`src/rtl/fetch_pkg.sv`:
```
// fetch_pkg: shared widths, opcode field placement and next-PC select encoding for the fetch slice
package fetch_pkg;
  localparam int DEF_PC_W = 10;
  localparam int DEF_INSTR_W = 16;
  localparam int OPCODE_W = 6;
  localparam int DEF_STACK_DEPTH = 4;
  typedef enum logic [1:0] {NPC_INC, NPC_TGT, NPC_CALL, NPC_RET} npc_sel_e;
  function automatic int opcode_msb(input int instr_w);
    return instr_w - 1;
  endfunction
  function automatic int opcode_lsb(input int instr_w);
    return instr_w - OPCODE_W;
  endfunction
endpackage

```
`src/rtl/ret_stack.sv`:
```
// ret_stack: LIFO of return addresses; push ignored when full, pop ignored when empty
module ret_stack
  import fetch_pkg::*;
#(
  parameter int DEPTH = DEF_STACK_DEPTH,
  parameter int W = DEF_PC_W
) (
  input  logic         clk,
  input  logic         reset_n,
  input  logic         push,
  input  logic         pop,
  input  logic [W-1:0] din,
  output logic [W-1:0] dout,
  output logic         full,
  output logic         empty
);
  localparam int AW = $clog2(DEPTH);
  localparam logic [AW-1:0] ONE = 1;
  logic [AW:0] cnt;
  logic [W-1:0] mem [DEPTH];
  assign full = cnt == (AW+1)'(DEPTH);
  assign empty = cnt == '0;
  assign dout = mem[cnt[AW-1:0] - ONE];
  // occupancy counter; pop wins if both are requested
  always_ff @(posedge clk or negedge reset_n)
    if (!reset_n) cnt <= '0;
    else if (pop && !empty) cnt <= cnt - 1'b1;
    else if (push && !full) cnt <= cnt + 1'b1;
  // entry storage needs no reset: slots above the occupancy are never read
  always_ff @(posedge clk)
    if (push && !full && !pop) mem[cnt[AW-1:0]] <= din;
endmodule

```
`src/rtl/fetch_unit.sv`:
```
// fetch_unit: program counter with next-PC selection; return stack and flags only with FETCH_RET_STACK_EN
module fetch_unit
  import fetch_pkg::*;
#(
  parameter int PC_W = DEF_PC_W,
  parameter int INSTR_W = DEF_INSTR_W,
  parameter int STACK_DEPTH = DEF_STACK_DEPTH
) (
  input  logic               clk,
  input  logic               reset_n,
  input  logic               pc_en,
  input  logic               s_inc,
  input  logic               call,
  input  logic               ret,
  input  logic [INSTR_W-1:0] instr,
  output logic [PC_W-1:0]    pc,
  output logic [OPCODE_W-1:0] opcode,
  output logic [PC_W-1:0]    target,
  output logic               stk_ovf,
  output logic               stk_unf
);
  logic [PC_W-1:0] pc_inc, next_pc, top;
  npc_sel_e sel;
  assign opcode = instr[opcode_msb(INSTR_W):opcode_lsb(INSTR_W)];
  assign target = instr[PC_W-1:0];
  assign pc_inc = pc + 1'b1;
`ifdef FETCH_RET_STACK_EN
  logic full, empty, ovf_q, unf_q;
  ret_stack #(.DEPTH(STACK_DEPTH), .W(PC_W)) u_stack (
    .clk(clk), .reset_n(reset_n),
    .push(pc_en && call && !ret), .pop(pc_en && ret),
    .din(pc_inc), .dout(top), .full(full), .empty(empty)
  );
  // ret beats call beats target/increment; ret on empty falls through to pc+1
  always_comb begin
    sel = ret ? (empty ? NPC_INC : NPC_RET) : call ? NPC_CALL : s_inc ? NPC_INC : NPC_TGT;
  end
  // sticky misuse flags, only updated on enabled cycles
  always_ff @(posedge clk or negedge reset_n)
    if (!reset_n) begin
      ovf_q <= 1'b0;
      unf_q <= 1'b0;
    end else if (pc_en) begin
      if (ret && empty) unf_q <= 1'b1;
      if (call && !ret && full) ovf_q <= 1'b1;
    end
  assign stk_ovf = ovf_q;
  assign stk_unf = unf_q;
`else
  localparam int unused_depth = STACK_DEPTH;
  logic unused_ctl;
  assign unused_ctl = call ^ ret;
  assign top = '0;
  // without a stack, only the sequencing bit chooses the next PC
  always_comb begin
    sel = s_inc ? NPC_INC : NPC_TGT;
  end
  assign stk_ovf = 1'b0;
  assign stk_unf = 1'b0;
`endif
  assign next_pc = sel == NPC_RET ? top : sel == NPC_INC ? pc_inc : target;
  // program counter advances only when enabled
  always_ff @(posedge clk or negedge reset_n)
    if (!reset_n) pc <= '0;
    else if (pc_en) pc <= next_pc;
endmodule

```
`config.mk`:
```
export PLATFORM = sky130hd
export DESIGN_NAME = fetch_unit
export DESIGN_NICKNAME = d
export VERILOG_FILES = /design/src/rtl/fetch_pkg.sv /design/src/rtl/ret_stack.sv /design/src/rtl/fetch_unit.sv
export SDC_FILE = /design/constraint.sdc
export NUM_CORES = 1
export LEC_CHECK = 0
export ABC_CLOCK_PERIOD_IN_PS = 1200
export CORE_MARGIN = 1.5
export CORE_UTILIZATION = 25
export DETAILED_ROUTE_END_ITERATION = 10
export MAX_ROUTING_LAYER = met4
export PLACE_DENSITY_LB_ADDON = 0.25
export SLEW_MARGIN = 25
export SYNTH_ARGS = -nofsm -noshare
export SYNTH_HDL_FRONTEND = slang
export SYNTH_HIERARCHICAL = 1
export SYNTH_SLANG_ARGS = --single-unit
```
`constraint.sdc`:
```
create_clock -name clk -period 1.2 [get_ports clk]
set_input_delay 0.24 -clock clk [delete_from_list [all_inputs] [get_ports clk]]
set_output_delay 0.24 -clock clk [all_outputs]
set_load 0.01 [all_outputs]
```
# == Word level (Yosys, flattened, before mapping) ==
# Cells that the tools add are included.
# classes
n_mux,3
n_eq_ne,1
addsub,1
n_reduce_logical,1
# op_table
op,count
$mux 10,2
$add 10x1->10 const B,1
$eq 1x2->1 const B,1
$logic_not 2->1,1
$mux 1,1
# word_totals
out_inout_bits,28
ff_bits,10

# == Depth between registers and ports, before layout ==
# Gate-level depths: netlist of run 1.
# logic_depth
depth_word,4
depth_mapped,5
depth_no_buf,5

# == Least setup slack after synthesis of run 1 ==
# Ideal clock, no wire load.
# synth_timing
path_type,reg-to-reg
start,register pc[2]
end,register pc[9]
required_time_ns,1.069
path_buffers,0
setup_slack_ns,-0.222
arrival_time_ns,1.291
synth_period_minus_slack_ns,1.422
stages_incl_launch_ff,5
cell_sequence,dfrtp_1 -> and3_4 -> nand4_1 -> and3_1 -> or3_1
# synth_via
elab_chain_cells,3
# synth_rtl
element,line_no,text
start: declaration,fetch_unit.sv:16,"output logic [PC_W-1:0] pc,"
start signal: assignment,fetch_unit.sv:65,else if (pc_en) pc <= next_pc;
$add 10x1->10,fetch_unit.sv:26,assign pc_inc = pc + 1'b1;
$mux 10 (2 in a row),fetch_unit.sv:61,assign next_pc = sel == NPC_RET ? top : sel == NPC_INC ? pc_inc : target;
# No other way between the ends.
# A chain may end at the register's enable or synchronous reset.

# == Worst setup path in the final report of run 1 ==
# layout_timing
start,register pc[1]
end,register pc[9]
# Same word-level chain as after synthesis.

==> results of run 1 <==
## final cells by class
cell class,instances,share of cell area [%]
Clock buffer,4,2.912
Inverter,3,0.9036
Multi-Input combinational cell,55,30.92
Sequential cell,10,20.38
Tap cell,31,3.112
Timing Repair Buffer,63,41.77
## worst max-delay path: cells and delay by family (launching register included)
kind / cells / cell delay, ps
simple gates: 4 / 750
flops: 1 / 370
buf+inv: 1 / 120
## layer usage
layer | vias to the layer above | GRT usage (%) | share of wire [%]
li1 | 388 | - | -
met1 | 384 | 17.85 | 45
met2 | 26 | 22.24 | 48
met3 | 0 | 3.175 | 6.4
met4 | 0 | 5.316 | 0
met5 | - | - | 0
## final timing paths
path	slack, ps	cells past startpoint	to	startpoint
min reg2reg	660	3	pc[1]	pc[1]
max reg2reg	-150	5	pc[9]	pc[1]
min in group clk	480	0	opcode[2]	instr[12]
max	-150	5	pc[9]	pc[1]
min	250	2	pc[1]	reset_n
max in group asynchronous	780	2	pc[2]	reset_n
## kinds of logic (layout without fill, tap and decap cells)
group                    after synthesis  after routing  share of synthesized area, %
flip-flops                            10             10                         33.84
buffers and inverters                 25             70                         22.16
adder cells (fa/ha/maj)                1              1                         1.692
AO/OA/AOI/OAI                         21             21                         16.08
other                                  1              2                        0.5071
AND/OR/NAND/NOR                       26             26                         18.95
multiplexers                           5              5                         6.768
## where the power goes
| group | leakage [nW] | internal [W] | switching (W) |
|---|---|---|---|
| Clock | 0.0210 | 0.000184 | 0.000135 |
| Combinational | 0.457 | 0.000444 | 0.000321 |
| Sequential | 0.111 | 0.000401 | 0.0000556 |
| Total | 0.589 | 0.00103 | 0.000512 |
## stage by stage
step                total power (W)  TNS (ps)  hold slack (ps)  std cells  worst slack (ps)
floorplan                 0.0007477    -162.0           -55.59         90            -162.0
global route               0.001646    -746.2            259.4        166            -226.0
global placement           0.001076     -4749            480.1        155            -298.6
CTS                        0.001441    -415.9            254.6        163            -137.6
detailed placement         0.001091     -4897            480.1        155            -302.4
finish                     0.001541    -347.5            254.8        166            -150.7
## timing repair
item	CTS	global route
resized for setup	56	32
pin swaps	9	13
endpoints found under the setup margin	26	26
setup buffers	4	5
## cell usage after synthesis (all sizes together)
master	number	area share, %
a21boi	1	1.0
nand3	6	4.1
or3	1	0.85
nor3	1	0.68
dfrtp	10	34
buf	21	20
inv	3	1.5
conb	1	0.51
a2bb2oi	1	1.2
o22ai	6	5.1
and3	4	4.2
clkbuf	1	0.51
nand2b	2	1.7
and4	1	1.2
nand4	2	1.7
nand2	7	3.6
nor2	2	1.0
a21oi	10	6.8
o21ai	3	2.0
ha	1	1.7
mux2i	5	6.8
==> run_results.csv, run 1 <==
group,metric,value,unit
outcome,status,"finished, violations left",
outcome,violations,"negative setup slack",
global_route,grt_start_max_net_pins,13,
global_route,grt_pass1_vias,813,
final_layout,largest_registers,"pc (10)",
die,initial_core_util,26.59,%
synthesis,mappedNetlistArea,739.5,µm²
die,die_area,3293,µm²
detailed_routing,routed_wl,2.176,mm
final_layout,largest_reg_flops,10,
final_layout,multi_input_area,385.4,µm²
worst_setup_path,critPathSlowestCell,"dfrtp_1",
final_layout,regMostFlops,"pc",
detailed_routing,vias_per_cell,4.807,
synthesis,synthesis.instances,89,
clocking,path_clk_slew,80,ps
clocking,cts_tree,"yes",
placement,dp_hpwl,1.530,mm
clocking,ctsHoldBuffers,0,
pwr,peakVddDrop,0.6764,mV
synthesis,syn-mean-instance-area,8.309,µm²
final_layout,n_fill_cell,281,
final_layout,nNetsFinal,159,
synthesis,ys_warn_count,6,
timing,slew_viol_final,0,
worst_setup_path,crit_fanout,4,
worst_setup_path,crit_path_start_kind,"flop",
clocking,cts_htree_levels,1,
global_route,antenna_found_initial,0,
worst_setup_path,crit_required,1350,ps
die,num_io_pins,50,
pwr,p_leak,0.5892,nW
final_layout,design_area,1246,µm²
placement,placed_area,1139,µm²
pwr,power.density,1237,nW/µm²
clocking,clk_latency,270,ps
worst_setup_path,critical_path_class,"reg2reg",
hold_path,hp-class,"in2async",
clocking,clock_sinks,10,
die,die_w,57.39,µm
final_layout,layout_common_cells,"buf_4, clkdlybuf4s50_1, clkbuf_2, buf_6, a21oi_1",
timing,postLayoutSetupSlackWorst,-150.7,ps
final_layout,seqCellArea,254.0,µm²
detailed_routing,dr.pass1.iters,4,
detailed_routing,wl_per_cell,13.11,µm
detailed_routing,drt_iter0_drc,7,
global_route,grt_overflow,0,
placement,gp_congestion,0.8063,
clocking,cts_max_path_buffers,2,
detailed_routing,drc,0,
clocking,cts_buffers,3,
worst_setup_path,cpPeakStageDelay,370,ps
synthesis,synth.distinct_cells,25,
final_layout,final_util,44.80,%
global_route,grt_pass1_wl,3.574,mm
job,cap_violations,0,
placement,io_buffers,33,
final_layout,final_common_cell,"buf_4",
timing,finalCritPeriodShare,112.6,%
detailed_routing,ant_nets,0,
die,core,2781,µm²
clocking,clockRootBuffer,"clkbuf_4",
global_route,grtUsageTotal,14.22,%
worst_setup_path,cp.arrival,1500,ps
timing,fin_worst_skew,4.325,ps
worst_setup_path,path_cells,"buf_6 -> and3_4 -> nand4_1 -> and3_1 -> or3_1",
final_layout,syn_to_final_growth,68.53,%
synthesis,yosysSeqAreaShare,33.84,%
final_layout,n_antenna_cell,0,
timing,grt_setup_unrepaired,"true",
timing,clock.fmax,740.4,MHz
timing,setup_violations,5,
die,die_h,57.39,µm
timing,period_minus_slack,1351,ps
detailed_routing,via_count,798,
synthesis,ys_ff_latch,10,
die,rows,19,
timing,hold_violations,0,
final_layout,layout-drive-gt1-share,48.15,%
worst_setup_path,crit_path_end_kind,"flop",
No activity file was read; power rests on OpenSTA's default activity.
==> inputs of run 2 (changes only) <==
--- a/config.mk
+++ b/config.mk
@@ -11,8 +11,6 @@
 export DETAILED_ROUTE_END_ITERATION = 10
 export MAX_ROUTING_LAYER = met4
 export PLACE_DENSITY_LB_ADDON = 0.25
-export SLEW_MARGIN = 25
 export SYNTH_ARGS = -nofsm -noshare
 export SYNTH_HDL_FRONTEND = slang
-export SYNTH_HIERARCHICAL = 1
 export SYNTH_SLANG_ARGS = --single-unit
==> results of run 2 <==
Same layout as run 1: the final DEF is identical, and so are final timing and power.
Main changes from that run: Yosys warning count 6 -> 0
==> inputs of run 3 (changes only) <==
--- a/config.mk
+++ b/config.mk
@@ -5,12 +5,11 @@
 export SDC_FILE = /design/constraint.sdc
 export NUM_CORES = 1
 export LEC_CHECK = 0
-export ABC_CLOCK_PERIOD_IN_PS = 1200
 export CORE_MARGIN = 1.5
 export CORE_UTILIZATION = 25
 export DETAILED_ROUTE_END_ITERATION = 10
 export MAX_ROUTING_LAYER = met4
-export PLACE_DENSITY_LB_ADDON = 0.25
+export PLACE_DENSITY_LB_ADDON = 0.05
 export SYNTH_ARGS = -nofsm -noshare
 export SYNTH_HDL_FRONTEND = slang
 export SYNTH_SLANG_ARGS = --single-unit
==> run 3 against run 2 <==
Net effect: the flow still finishes with violations (negative setup slack); die area unchanged; maximum frequency up 1.1%; combinational power up 0.5%; non-clock buffer count up 3; critical path depth unchanged; sequential power shrank 3%; power down 1.0%; final area rose by 2.3%; global-route usage fell by 0.69 points; worst setup slack improved by 15 ps; sequential share of layout area is 0.46 points lower; largest cell class unchanged.
==> run_results.csv, run 3 <==
group,metric,value,unit
worst_setup_path,crit_required,1360,ps
synthesis,synthesis.instances,89,
synthesis,synth_edf_count,0,
pwr,p_switching,0.0004914,W
synthesis,yosys.area.top_type,"dfrtp_1",
worst_setup_path,crit_family,"simple AND/OR/NAND/NOR gates",
detailed_routing,highest_layer,"met4",
worst_setup_path,crit_path_end_kind,"flop",
final_layout,layout-drive-gt1-share,51.45,%
timing,finalCritPeriodShare,111.3,%
global_route,antenna_found_initial,0,
final_layout,final_common_cell,"buf_4",
worst_setup_path,cp.arrival,1490,ps
final_layout,final_util,45.84,%
synthesis,yosysMostFrequentCell,"buf_4",
timing,grt_setup_unrepaired,"true",
final_layout,largest_registers,"pc (10)",
detailed_routing,routed_wl,2.060,mm
detailed_routing,ant_nets,0,
pwr,p_sw_share,32.21,%
synthesis,mappedNetlistArea,739.5,µm²
clocking,cts_tree,"yes",
timing,period_minus_slack,1336,ps
detailed_routing,drt_iter0_drc,6,
pwr,power.density,1197,nW/µm²
timing,clock.fmax,748.6,MHz
worst_setup_path,crit_fanout,3,
timing,tns,-387.8,ps
pwr,p_int,0.001034,W
worst_setup_path,path_cells,"buf_6 -> and3_4 -> nand4_1 -> and3_1 -> or3_1",
clocking,cts_buffers,3,
die,die_area,3293,µm²
detailed_routing,vias_per_cell,4.722,
detailed_routing,dr_wl_met2,997,µm
detailed_routing,via_count,798,
timing,fin_worst_skew,11.58,ps
detailed_routing,wl_met3,119,µm
synthesis,ys_ff_latch,10,
clocking,path_clk_slew,80,ps
global_route,grt_start_max_net_pins,19,
pwr,p_leak,0.6025,nW
final_layout,largest_reg_flops,10,
synthesis,synth.distinct_cells,25,
synthesis,yosys.area.top_type_share,33.84,%
outcome,violations,"negative setup slack",
worst_setup_path,critical_path_class,"reg2reg",
clocking,clk_latency,270,ps
timing,slew_viol_final,0,
pwr,seqPwrFrac,29.1,%
final_layout,regMostFlops,"pc",
clocking,ctsHoldBuffers,0,
die,num_io_pins,50,
timing,postLayoutSetupSlackWorst,-135.8,ps
worst_setup_path,crit_path_start_kind,"flop",
synthesis,yosysSeqAreaShare,33.84,%
detailed_routing,drc,0,
final_layout,n_antenna_cell,0,
synthesis,synth_commonest_cells,"buf_4, a21oi_1, dfrtp_1",
worst_setup_path,cp_num_buf_inv,1,
die,die_w,57.39,µm
job,cap_violations,0,
synthesis,ys_warn_count,0,
global_route,grt_overflow,0,
hold_path,hp-class,"in2async",
outcome,status,"finished, violations left",
final_layout,layout_common_cells,"buf_4, clkdlybuf4s50_1, a21oi_1, buf_2, buf_6",
synthesis,async_flop_share,100.0,%
clocking,clock_sinks,10,
detailed_routing,dr.pass1.iters,3,
timing,hold_violations,0,
worst_setup_path,critPathSlowestCell,"dfrtp_1",
global_route,grt_pass1_wl,3.353,mm
placement,io_buffers,33,
synthesis,syn-mean-instance-area,8.309,µm²
pwr,peakVddDrop,0.5855,mV
worst_setup_path,cpPeakStageDelay,370,ps
final_layout,nNetsFinal,162,
timing,setup_violations,4,
final_layout,syn_to_final_growth,72.42,%
placement,dp_hpwl,1.481,mm
pwr,pwr-share-clk,20.4,%
detailed_routing,met1_length,919,µm
synthesis,ys_top_cells_by_area,"dfrtp_1, buf_4, a21oi_1",
pwr,p_comb_share,50.5,%
placement,gp_congestion,0.7487,
clocking,cts_max_path_buffers,2,
die,initial_core_util,26.59,%
global_route,grt_pass1_vias,725,
clocking,clockRootBuffer,"clkbuf_4",
die,rows,19,
clocking,cts_htree_levels,1,
synthesis,ys.flop_type,"dfrtp_1",
global_route,grtUsageTotal,13.53,%
die,core,2781,µm²
die,die_h,57.39,µm
detailed_routing,wl_per_cell,12.19,µm
==> run 3: final cells by class <==
cell class	count	area, µm²
tap	31	38.79
multi-input combinational	55	399.1
sequential	10	254.0
inverter	3	11.26
fill	291	1506
timing repair buffer	66	535.5
clock buffer	4	36.28
==> run 3: layer usage <==
metal	vias up	global-route usage, %
met4	0	4.319
met5	-	-
li1	394	-
met1	378	17.66
met2	22	19.81
met3	4	4.308
==> run 3: cells by family (layout without fill, tap and decap cells) <==
family,after synthesis,in the layout,share of synthesized area [%]
AO/OA/AOI/OAI,21,21,16.08
adder cells (fa/ha/maj),1,1,1.692
buffers and inverters,25,73,22.16
flip-flops,10,10,33.84
multiplexers,5,5,6.768
other,1,2,0.5071
AND/OR/NAND/NOR,26,26,18.95
==> run 3: worst paths after layout <==
check / start / to / slack (ps) / cells past startpoint
setup / recovery: pc[1] / pc[9] / -140 / 5
hold / removal: reset_n / pc[1] / 250 / 2
setup reg to reg: pc[1] / pc[9] / -140 / 5
hold reg to reg: pc[8] / pc[8] / 640 / 2
max in group asynchronous: reset_n / pc[4] / 770 / 2
min in group clk: instr[12] / opcode[2] / 480 / 0
==> run 3: timing repair <==
| action | 4_1_cts | 5_1_grt |
|---|---|---|
| buffers inserted | 8 | 4 |
| setup endpoints to repair | 25 | 25 |
| gates resized for setup | 60 | 29 |
| cloned | 0 | 0 |
| pin swaps | 9 | 9 |
==> run 3: power groups by stage <==
| stage | sequential (W) | combinational [W] | clock, W |
|---|---|---|---|
| final | 0.000445 | 0.000770 | 0.000311 |
| after global routing | 0.000451 | 0.000837 | 0.000355 |
| after CTS | 0.000437 | 0.000684 | 0.000327 |
| after detailed placement | 0.000460 | 0.000620 | 0 |
| after global placement | 0.000459 | 0.000615 | 0 |
| after floorplan | 0.000508 | 0.000240 | 0 |
==> run 3: per-stage QoR <==
step / cells / setup slack, ps / hold slack (ps) / power [W] / instance area, µm²
finish: 169 / -135.8 / 253.7 / 0.001526 / 1275
global route: 169 / -185.1 / 256.1 / 0.001642 / 1275
CTS: 165 / -121.2 / 251.5 / 0.001448 / 1229
detailed placement: 153 / -320.8 / 480.1 / 0.001080 / 1124
global placement: 153 / -314.7 / 480.1 / 0.001074 / 1124
floorplan: 90 / -162.0 / -55.59 / 0.0007477 / 749.5
